[config.mk]
export PLATFORM = sky130hd
export DESIGN_NAME = ddram_ch_arb_flat
export DESIGN_NICKNAME = d
export VERILOG_FILES = /design/src/rtl/ddram_ch_arb_pkg.sv /design/src/rtl/ddram_ch_arb_if.sv /design/src/rtl/ddram_ch_arb_rr_pick.sv /design/src/rtl/ddram_ch_arb.sv /design/src/flat_wrapper.sv
export SDC_FILE = /design/constraint.sdc
export NUM_CORES = 1
export LEC_CHECK = 0
export BUFFER_PORTS_ARGS = -buffer_cell sky130_fd_sc_hd__buf_4
export CELL_PAD_IN_SITES_DETAIL_PLACEMENT = 1
export CELL_PAD_IN_SITES_GLOBAL_PLACEMENT = 1
export CORE_MARGIN = 5
export CORE_UTILIZATION = 25
export DETAILED_ROUTE_END_ITERATION = 6
export GPL_ROUTABILITY_DRIVEN = 0
export PLACE_DENSITY = 0.78
export SYNTH_ARGS = -nofsm -noshare
export SYNTH_HDL_FRONTEND = slang
export SYNTH_HIERARCHICAL = 1
export SYNTH_SLANG_ARGS = --single-unit
[constraint.sdc]
create_clock -name DDRAM_CLK -period 4.4 [get_ports DDRAM_CLK]
set_clock_uncertainty 0.15 [all_clocks]
set_input_delay 0.22 -clock DDRAM_CLK [delete_from_list [all_inputs] [get_ports DDRAM_CLK]]
set_output_delay 0.22 -clock DDRAM_CLK [all_outputs]
set_load 0.01 [all_outputs]
[src/rtl/ddram_ch_arb_pkg.sv]
// Shared definitions for the DDRAM channel arbiter.
// Holds the FSM state encoding and the default sizing parameters.
package ddram_arb_pkg;

    localparam int          NREQ_DEF    = 3;
    localparam int          TIMEOUT_DEF = 1023;
    localparam logic [31:0] TMO_DATA    = 32'hFFFF_FFFF;

    typedef enum logic [1:0] {
        ST_IDLE  = 2'd0,
        ST_ISSUE = 2'd1,
        ST_WAIT  = 2'd2,
        ST_DONE  = 2'd3
    } arb_state_e;

endpackage

[src/rtl/ddram_ch_arb_if.sv]
// Requester-side and channel-side buses of the DDRAM channel arbiter.
// The master modport is the arbiter's view; slave is the environment's view.
interface ddram_ch_arb_if
    import ddram_arb_pkg::*;
#(
    parameter int NREQ = NREQ_DEF
) ();

    logic [NREQ-1:0][27:1] rq_addr;
    logic [NREQ-1:0][31:0] rq_din;
    logic [NREQ-1:0]       rq_rnw;
    logic [NREQ-1:0]       rq_req;
    logic [31:0]           rq_dout;
    logic [NREQ-1:0]       rq_ready;
    logic [27:1]           ch_addr;
    logic [31:0]           ch_din;
    logic                  ch_rnw;
    logic                  ch_req;
    logic [31:0]           ch_dout;
    logic                  ch_ready;

    modport master (
        input  rq_addr, rq_din, rq_rnw, rq_req, ch_dout, ch_ready,
        output rq_dout, rq_ready, ch_addr, ch_din, ch_rnw, ch_req
    );

    modport slave (
        output rq_addr, rq_din, rq_rnw, rq_req, ch_dout, ch_ready,
        input  rq_dout, rq_ready, ch_addr, ch_din, ch_rnw, ch_req
    );

endinterface

[src/rtl/ddram_ch_arb_rr_pick.sv]
// Combinational round-robin picker: first requester found when searching
// upward from (ptr + 1) mod NREQ.
module rr_pick #(
    parameter int NREQ = 3
) (
    input  logic [NREQ-1:0] req,
    input  logic [1:0]      ptr,
    output logic [1:0]      idx,
    output logic            valid
);

    logic [1:0] cand_s;
    logic       hit_s;

    // Walk candidates farthest-first so the nearest hit overwrites the rest.
    always_comb begin
        idx    = 2'd0;
        valid  = 1'b0;
        cand_s = 2'd0;
        hit_s  = 1'b0;
        for (int i = NREQ; i >= 1; i--) begin
            cand_s = 2'((int'(ptr) + i) % NREQ);
            hit_s  = req[cand_s];
            idx    = hit_s ? cand_s : idx;
            valid  = valid | hit_s;
        end
    end

endmodule

[src/rtl/ddram_ch_arb.sv]
// Round-robin arbiter sharing one 32-bit DDRAM channel between NREQ
// requesters, with a bounded wait for channel completion.
module ddram_ch_arb
    import ddram_arb_pkg::*;
#(
    parameter int NREQ    = NREQ_DEF,
    parameter int TIMEOUT = TIMEOUT_DEF
) (
    input  logic           DDRAM_CLK,
    input  logic           DDRAM_RESET_N,
    ddram_ch_arb_if.master bus,
    output logic           err_timeout,
    output logic [1:0]     grant_id
);

    localparam int            CW      = $clog2(TIMEOUT + 1);
    localparam logic [CW-1:0] CNT_MAX = CW'(TIMEOUT);
    localparam logic [CW-1:0] CNT_ONE = CW'(1);
    localparam logic [1:0]    PTR_RST = 2'(NREQ - 1);

    arb_state_e      state_r, state_nx_s;
    logic [1:0]      ptr_r, ptr_nx_s;
    logic [1:0]      grant_r, grant_nx_s;
    logic [1:0]      pick_idx_s;
    logic            pick_vld_s;
    logic [CW-1:0]   cnt_r, cnt_nx_s;
    logic [27:1]     ch_addr_r, ch_addr_nx_s;
    logic [31:0]     ch_din_r, ch_din_nx_s;
    logic            ch_rnw_r, ch_rnw_nx_s;
    logic            ch_req_r, ch_req_nx_s;
    logic [31:0]     rq_dout_r, rq_dout_nx_s;
    logic [NREQ-1:0] rq_ready_r, rq_ready_nx_s;
    logic            err_r, err_nx_s;

    rr_pick #(
        .NREQ (NREQ)
    ) u_rr_pick (
        .req   (bus.rq_req),
        .ptr   (ptr_r),
        .idx   (pick_idx_s),
        .valid (pick_vld_s)
    );

    // Next-state and next-output logic; pulses default low, everything else holds.
    always_comb begin
        state_nx_s    = state_r;
        ptr_nx_s      = ptr_r;
        grant_nx_s    = grant_r;
        cnt_nx_s      = cnt_r;
        ch_addr_nx_s  = ch_addr_r;
        ch_din_nx_s   = ch_din_r;
        ch_rnw_nx_s   = ch_rnw_r;
        ch_req_nx_s   = 1'b0;
        rq_dout_nx_s  = rq_dout_r;
        rq_ready_nx_s = '0;
        err_nx_s      = err_r;
        case (state_r)
            ST_IDLE: begin
                if (pick_vld_s) begin
                    state_nx_s   = ST_ISSUE;
                    ptr_nx_s     = pick_idx_s;
                    grant_nx_s   = pick_idx_s;
                    ch_addr_nx_s = bus.rq_addr[pick_idx_s];
                    ch_din_nx_s  = bus.rq_din[pick_idx_s];
                    ch_rnw_nx_s  = bus.rq_rnw[pick_idx_s];
                    ch_req_nx_s  = 1'b1;
                end else begin
                    state_nx_s   = ST_IDLE;
                end
            end
            ST_ISSUE: begin
                state_nx_s = ST_WAIT;
                cnt_nx_s   = '0;
            end
            ST_WAIT: begin
                // A completion on the expiry cycle still counts as success.
                if (bus.ch_ready) begin
                    state_nx_s             = ST_DONE;
                    rq_dout_nx_s           = bus.ch_dout;
                    rq_ready_nx_s[grant_r] = 1'b1;
                end else if (cnt_r == CNT_MAX) begin
                    state_nx_s             = ST_DONE;
                    rq_dout_nx_s           = TMO_DATA;
                    rq_ready_nx_s[grant_r] = 1'b1;
                    err_nx_s               = 1'b1;
                end else begin
                    cnt_nx_s               = cnt_r + CNT_ONE;
                end
            end
            ST_DONE: begin
                state_nx_s = ST_IDLE;
            end
            default: begin
                state_nx_s = ST_IDLE;
            end
        endcase
    end

    // State and output registers.
    always_ff @(posedge DDRAM_CLK or negedge DDRAM_RESET_N) begin
        if (!DDRAM_RESET_N) begin
            state_r    <= ST_IDLE;
            ptr_r      <= PTR_RST;
            grant_r    <= 2'd0;
            cnt_r      <= '0;
            ch_addr_r  <= 27'd0;
            ch_din_r   <= 32'd0;
            ch_rnw_r   <= 1'b0;
            ch_req_r   <= 1'b0;
            rq_dout_r  <= 32'd0;
            rq_ready_r <= '0;
            err_r      <= 1'b0;
        end else begin
            state_r    <= state_nx_s;
            ptr_r      <= ptr_nx_s;
            grant_r    <= grant_nx_s;
            cnt_r      <= cnt_nx_s;
            ch_addr_r  <= ch_addr_nx_s;
            ch_din_r   <= ch_din_nx_s;
            ch_rnw_r   <= ch_rnw_nx_s;
            ch_req_r   <= ch_req_nx_s;
            rq_dout_r  <= rq_dout_nx_s;
            rq_ready_r <= rq_ready_nx_s;
            err_r      <= err_nx_s;
        end
    end

    assign bus.ch_addr  = ch_addr_r;
    assign bus.ch_din   = ch_din_r;
    assign bus.ch_rnw   = ch_rnw_r;
    assign bus.ch_req   = ch_req_r;
    assign bus.rq_dout  = rq_dout_r;
    assign bus.rq_ready = rq_ready_r;
    assign err_timeout  = err_r;
    assign grant_id     = grant_r;

endmodule

[src/flat_wrapper.sv]
// flat-port wrapper written by rule: the top's interface ports become plain ports
module ddram_ch_arb_flat import ddram_arb_pkg::*;
#(
    parameter int NREQ    = NREQ_DEF,
    parameter int TIMEOUT = TIMEOUT_DEF
)
  (DDRAM_CLK, DDRAM_RESET_N, err_timeout, grant_id, bus_rq_addr, bus_rq_din, bus_rq_rnw, bus_rq_req, bus_ch_dout, bus_ch_ready, bus_rq_dout, bus_rq_ready, bus_ch_addr, bus_ch_din, bus_ch_rnw, bus_ch_req);
  ddram_ch_arb_if #(.NREQ(NREQ)) bus_i ();
  input  logic DDRAM_CLK;
  input  logic DDRAM_RESET_N;
  output logic err_timeout;
  output logic [1:0] grant_id;
  input wire logic [$bits(bus_i.rq_addr)-1:0] bus_rq_addr;
  input wire logic [$bits(bus_i.rq_din)-1:0] bus_rq_din;
  input wire logic [$bits(bus_i.rq_rnw)-1:0] bus_rq_rnw;
  input wire logic [$bits(bus_i.rq_req)-1:0] bus_rq_req;
  input wire logic [$bits(bus_i.ch_dout)-1:0] bus_ch_dout;
  input wire logic [$bits(bus_i.ch_ready)-1:0] bus_ch_ready;
  output wire logic [$bits(bus_i.rq_dout)-1:0] bus_rq_dout;
  output wire logic [$bits(bus_i.rq_ready)-1:0] bus_rq_ready;
  output wire logic [$bits(bus_i.ch_addr)-1:0] bus_ch_addr;
  output wire logic [$bits(bus_i.ch_din)-1:0] bus_ch_din;
  output wire logic [$bits(bus_i.ch_rnw)-1:0] bus_ch_rnw;
  output wire logic [$bits(bus_i.ch_req)-1:0] bus_ch_req;
  assign bus_i.rq_addr = bus_rq_addr;
  assign bus_i.rq_din = bus_rq_din;
  assign bus_i.rq_rnw = bus_rq_rnw;
  assign bus_i.rq_req = bus_rq_req;
  assign bus_i.ch_dout = bus_ch_dout;
  assign bus_i.ch_ready = bus_ch_ready;
  assign bus_rq_dout = bus_i.rq_dout;
  assign bus_rq_ready = bus_i.rq_ready;
  assign bus_ch_addr = bus_i.ch_addr;
  assign bus_ch_din = bus_i.ch_din;
  assign bus_ch_rnw = bus_i.ch_rnw;
  assign bus_ch_req = bus_i.ch_req;
  ddram_ch_arb #(.NREQ(NREQ), .TIMEOUT(TIMEOUT)) u_core (.DDRAM_CLK(DDRAM_CLK), .DDRAM_RESET_N(DDRAM_RESET_N), .bus(bus_i), .err_timeout(err_timeout), .grant_id(grant_id));
endmodule
### Word-level counts from Yosys, hierarchy flattened

Cells that the tools add are included.

* bits in registers: 113

* div/mod/pow operators: 3
* bitwise operators: 3
* order comparisons: 6
* equal/unequal tests: 7
* muxes and demuxes: 31
* add/subtract/negate cells: 4
* reduce and logical (&&, ||, !) cells: 8

Operators by type and width (number)
* $mod 32x3->32 const B: 3
* $mux 32: 3
* $bmux 32 s2: 1
* $bmux 27 s2: 1
* $mux 27: 1
* $mux 10: 2
* $pmux 10 s2: 1
* $lt 2x3->1 const B: 5
* $add 10x1->10 const B: 1
* $eq 10x10->1 const B: 1
* $mux 2: 5
* $mux 3: 3
* $bmux 1 s2: 4
* $mux 1: 8
* $pmux 2 s4: 1
* $add 2x2->3 const B: 2
* $reduce_and 3->1: 2
* $eq 2x2->1 const B: 2
* $ne 2x2->1 const B: 2
* $reduce_and 2->1: 2
* $reduce_bool 2->1: 2
* $add 2x1->3 const B: 1
* $ne 3x2->1 const B: 1
* $demux 1 s2: 1
* 6 further kinds: 7

### Logic depth before layout (Yosys ltp)

* depth after elaboration: 9
* depth in mapped cells: 13
* mapped depth without buffers: 10

### By module

The synthesis kept the hierarchy.

Modules (own cells, without submodules)
* ddram_ch_arb: instances 1, area each 5432.7 µm², cells an instance 561
* rr_pick: instances 1, area each 245.2 µm², cells an instance 36

### Least setup slack after synthesis

Ideal clock, no wire load.

* path kind: register -> register
* start point: register u_core.ptr_r[0]
* end point: register u_core.ch_addr_r, in the netlist u_core/bus.ch_addr[10]
* setup slack: 1.917 ns
* library setup time: 0.083 ns
* clock period less this slack: 2.483 ns
* arrival: 2.250 ns
* cell stages (with the launch flop): 14
* cell sequence: dfrtp_1 -> inv_1 -> ha_1 -> buf_6 -> nand2b_1 -> a21boi_1 -> o22ai_1 -> o22ai_1 -> buf_2 -> nor2b_1 -> buf_2 -> clkbuf_1 -> a21oi_1 -> o21ai_0

* word-level cells in the longest chain between the ends: 9
* elaborated cells on any way between the ends: 20
* those cells by class: add/sub: 3; div: 3; mux: 11; bitwise: 2; reduce/logical: 1

RTL lines
* start, declared: line ddram_ch_arb.sv:22 `logic [1:0] ptr_r, ptr_nx_s;`
* start signal, assigned: line ddram_ch_arb.sv:115 `ptr_r <= ptr_nx_s;`
* $add 2x2->3: line ddram_ch_arb_rr_pick.sv:22 `cand_s = 2'((int'(ptr) + i) % NREQ);`
* $mod 32x3->32: line ddram_ch_arb_rr_pick.sv:22
* $bmux 1 s2: line ddram_ch_arb_rr_pick.sv:23 `hit_s = req[cand_s];`
* $mux 1 (not written as such): line ddram_ch_arb_rr_pick.sv:23
* $mux 2 (2 in a row): line ddram_ch_arb_rr_pick.sv:24 `idx = hit_s ? cand_s : idx;`
* $mux 2 *: line ddram_ch_arb_rr_pick.sv:24
* via u_core.pick_idx_s[1]: line ddram_ch_arb.sv:24 `logic [1:0] pick_idx_s;`
* $bmux 27 s2 *: line ddram_ch_arb.sv:63 `ch_addr_nx_s = bus.rq_addr[pick_idx_s];`
* $mux 27 (not written as such) *: line ddram_ch_arb.sv:63
* end signal, assigned: line ddram_ch_arb.sv:118 `ch_addr_r <= ch_addr_nx_s;`
* end, declared: line ddram_ch_arb.sv:27 `logic [27:1] ch_addr_r, ch_addr_nx_s;`

The timed path passes the listed nets; every way through them passes the cells marked *. The select of a mux whose other input is x is not followed.
A chain may end at the register's enable or synchronous reset.

### Final worst setup path

* start point: register u_core.ptr_r[0]
* end point: register u_core.ch_din_r[24] (netlist: u_core/bus.ch_din[24])

* word-level cells in the longest chain between the ends: 9
* elaborated cells on any way between the ends: 20
* those cells by class: add/sub: 3; div: 3; mux: 11; bitwise: 2; reduce/logical: 1

RTL lines
* $add 2x2->3: line ddram_ch_arb_rr_pick.sv:22
* $mod 32x3->32: line ddram_ch_arb_rr_pick.sv:22
* $bmux 1 s2: line ddram_ch_arb_rr_pick.sv:23
* $mux 1 (not written as such): line ddram_ch_arb_rr_pick.sv:23
* $mux 2 (2 in a row): line ddram_ch_arb_rr_pick.sv:24
* $mux 2 *: line ddram_ch_arb_rr_pick.sv:24
* via u_core.pick_idx_s[0]: line ddram_ch_arb.sv:24
* $bmux 32 s2 *: line ddram_ch_arb.sv:64 `ch_din_nx_s = bus.rq_din[pick_idx_s];`
* $mux 32 (not written as such) *: line ddram_ch_arb.sv:64
* end signal, assigned: line ddram_ch_arb.sv:119 `ch_din_r <= ch_din_nx_s;`
* end, declared: line ddram_ch_arb.sv:28 `logic [31:0] ch_din_r, ch_din_nx_s;`

Marks and branches as above.

==> impl_metrics.json <==
{
  "number_of_global_route_vias_before_repair": 6486,
  "post-place-ws_ns": 0.969,
  "run_status": "completed",
  "final_layout_size_suffix_gt1_share_pct": 36.0,
  "n_fill_cell": 2548,
  "leakagePower_nw": 4.43,
  "cap_violations": 0,
  "grt_antenna_before_repair": 1,
  "post-route-min-period_ns": 3.43,
  "fin_crit_share_pct": 78.0,
  "die_area_um2": 25800,
  "final_hold_viol_count": 0,
  "mappedNetlistArea_um2": 5680,
  "tritoncts": "yes",
  "numCtsBuffers": 9,
  "synthToLayoutAreaGrowth_pct": 64.7,
  "mostFrequentLayoutCells": "322 x buf_4, 111 x dfrtp_1, 79 x nand2_1",
  "drt-pass1-iter-count": 4,
  "avgRoutedWirePerCell_um": 17.4,
  "finalHoldWorstSlack_ns": 0.0187,
  "fin_ws_ns": 0.969,
  "die_height_um": 161,
  "fin_cells": 1253,
  "rows": 55,
  "grt_overflow": 0,
  "grt_pass1_wl_um": 35000,
  "vdd_drop_max_v": 0.000379,
  "post-route-cell-area_um2": 9350,
  "maxUsedRoutingLayer": "met4",
  "detail_route.wirelength.met1_um": 8800,
  "ys_ff_latch": 112,
  "routed-via-count": 5860,
  "ys_types": 41,
  "synthesis.nets": 824,
  "pwr_density_cell_nw_per_um2": 605,
  "max_slew.worst_pin.slew_ns": 1.32,
  "placement.cell_area_um2": 8270,
  "grt_start_max_net_pins": 97,
  "io_pins": 317,
  "core_region_area_um2": 22500,
  "worst_setup_hold_path_clk_slew_ns": 0.09,
  "via_per_inst": 4.68,
  "final_nets": 1189,
  "detailed_place_hpwl_um": 15400,
  "leading_cell_type_in_the_layout_fill_and_taps_excluded": "buf_4",
  "initialDrtViolationCount": 138,
  "met3WireLength_um": 1580,
  "ant_nets": 0,
  "critPathArrivalTime_ns": 3.54,
  "htree_num_levels": 3,
  "yosys_warnings": 6,
  "tritoncts_num_sinks": 112,
  "finalSetupViolCount": 0,
  "fmax_ghz": 0.291,
  "dp_cells": 1158,
  "number_of_standard_cells_after_synthesis": 597,
  "grt_setup_unrepaired": "no",
  "wl_met2_um": 10900,
  "port-buffer-count": 316,
  "die_x_um": 161,
  "grt_total_usage_pct": 16.6,
  "drc_violations_left": 0,
  "clock_tree.buffer_depth": 2,
  "power.total_mw": 5.66,
  "path_class": "reg -> reg",
  "initial_utilization_pct": 25.2,
  "cts_root_buffer": "clkbuf_16",
  "totalNegativeSetupSlack_ns": 0,
  "route.final.wire_length_um": 21800,
  "worstSkewPairLatency_ns": 0.35,
  "timing.critical_path.to_type": "flop",
  "timing.final.max_slew_violations": 0,
  "cp_data_required_time_ns": 4.51,
  "hold_class": "in -> reg",
  "worst_setup_path_start_kind": "flop",
  "yosysSeqAreaShare_pct": 49.4,
  "maximum_net_fanout_on_the_critical_path": 32,
  "core_utilization_of_the_finished_layout_pct": 41.6,
  "relSlewSlack_pct": 11.7,
  "synthesis.area_per_instance_um2": 9.51
}
power by group:
group / internal, mW / switching (mW) / leakage, nW
clock: 0.403 / 0.436 / 0.146
combinational: 1.39 / 1.67 / 2.91
sequential: 1.49 / 0.263 / 1.37
synth_stat cells:
library cell | n | area, um2
nand4_1 | 2 | 12.5
o41ai_1 | 2 | 17.5
clkbuf_2 | 1 | 5.00
xor2_1 | 1 | 8.76
inv_1 | 10 | 37.5
buf_2 | 12 | 60.1
o31ai_1 | 1 | 7.51
nor3b_1 | 1 | 7.51
nor2_1 | 61 | 229
o21ai_2 | 1 | 8.76
o22ai_1 | 4 | 25.0
nand3b_1 | 1 | 7.51
dfrtp_1 | 111 | 2780
buf_6 | 5 | 56.3
dfstp_2 | 1 | 26.3
nand3_1 | 6 | 30.0
o21a_1 | 1 | 7.51
nand2b_1 | 5 | 31.3
xnor2_1 | 3 | 26.3
a21oi_1 | 64 | 320
o22a_1 | 32 | 280
o311ai_0 | 1 | 8.76
a21boi_1 | 1 | 7.51
nor2b_1 | 2 | 12.5
a211oi_1 | 1 | 7.51
a221oi_1 | 1 | 8.76
a21oi_2 | 1 | 8.76
o21bai_1 | 1 | 7.51
o21ai_0 | 69 | 345
ha_1 | 9 | 113
and3b_1 | 2 | 17.5
nand2_1 | 80 | 300
o211ai_1 | 2 | 15.0
o311ai_4 | 1 | 26.3
nand3_4 | 1 | 17.5
nor3_1 | 5 | 25.0
clkbuf_1 | 24 | 90.1
mux2i_1 | 65 | 651
buf_1 | 3 | 11.3
a21boi_0 | 1 | 7.51
buf_4 | 2 | 15.0
kinds of logic (layout without fill, tap and decap cells):
family	after synthesis	after routing	share of synthesized area, %
compound gates	184	184	19.5
simple gates	166	166	12.2
flops	112	112	49.4
mux	65	65	11.5
buf+inv	57	427	4.85
fa+ha+maj	9	9	1.98
xor+xnor	4	4	0.617
other cells	0	1	0
final timing paths:
kind / startpoint / endpoint / slack, ns / cells past startpoint
min in group asynchronous: DDRAM_RESET_N / u_core/cnt_r[9]$_DFFE_PN0P_ / 0.21 / 2
worst min-delay path: bus_rq_din[48] / u_core/bus.ch_din[16]$_DFFE_PN0P_ / 0.02 / 3
worst max-delay path: u_core/ptr_r[0]$_DFFE_PN0P_ / u_core/bus.ch_din[24]$_DFFE_PN0P_ / 0.97 / 10
worst min register to register: u_core/bus.ch_din[9]$_DFFE_PN0P_ / u_core/bus.ch_din[9]$_DFFE_PN0P_ / 0.34 / 2
worst max register to register: u_core/ptr_r[0]$_DFFE_PN0P_ / u_core/bus.ch_din[24]$_DFFE_PN0P_ / 0.97 / 10
max in group asynchronous: DDRAM_RESET_N / u_core/bus.rq_dout[29]$_DFFE_PN0P_ / 2.94 / 3
cell type report:
| type | count | area, um2 | share of cell area, % |
|---|---|---|---|
| Antenna cell | 1 | 2.50 | 0.0268 |
| Clock buffer | 9 | 225 | 2.41 |
| Clock inverter | 7 | 71.3 | 0.762 |
| Inverter | 10 | 37.5 | 0.401 |
| Multi-Input combinational cell | 428 | 2640 | 28.2 |
| Sequential cell | 112 | 2800 | 30.0 |
| Tap cell | 285 | 357 | 3.81 |
| Timing Repair Buffer | 401 | 3220 | 34.4 |
critical path: stages, from the launching register on:
cell      delay [ns]
dfrtp_1         0.47
inv_1           0.11
ha_1            0.45
nand2b_1        0.17
a21oi_1         0.07
a211oi_1        0.25
o21bai_4        0.18
nor2b_4         0.68
buf_4           0.46
a21oi_1         0.15
o21ai_0         0.19
routing by layer:
layer / global-route usage [%] / vias up
li1: - / 2811
met1: 19.7 / 2794
met2: 28.8 / 221
met3: 5.16 / 34
met4: 5.58 / 0
met5: 0 / -
what timing repair did:
action | in CTS | in global routing
hold buffers | 78 | 0
gates resized for setup | 0 | 0
hold endpoints to repair | 108 | 0
buffers inserted | 0 | 0
sequential cells by signal, indices dropped and copies added (netlist names):
register	count
u_core/bus.ch_addr	27
u_core/bus.ch_din	32
u_core/bus.ch_req	1
u_core/bus.ch_rnw	1
u_core/bus.rq_dout	32
u_core/bus.rq_ready	3
u_core/cnt_r	10
u_core/err_timeout	1
u_core/grant_id	1
u_core/ptr_r	2
u_core/state_r	2
No activity file was read; power rests on OpenSTA's default activity.
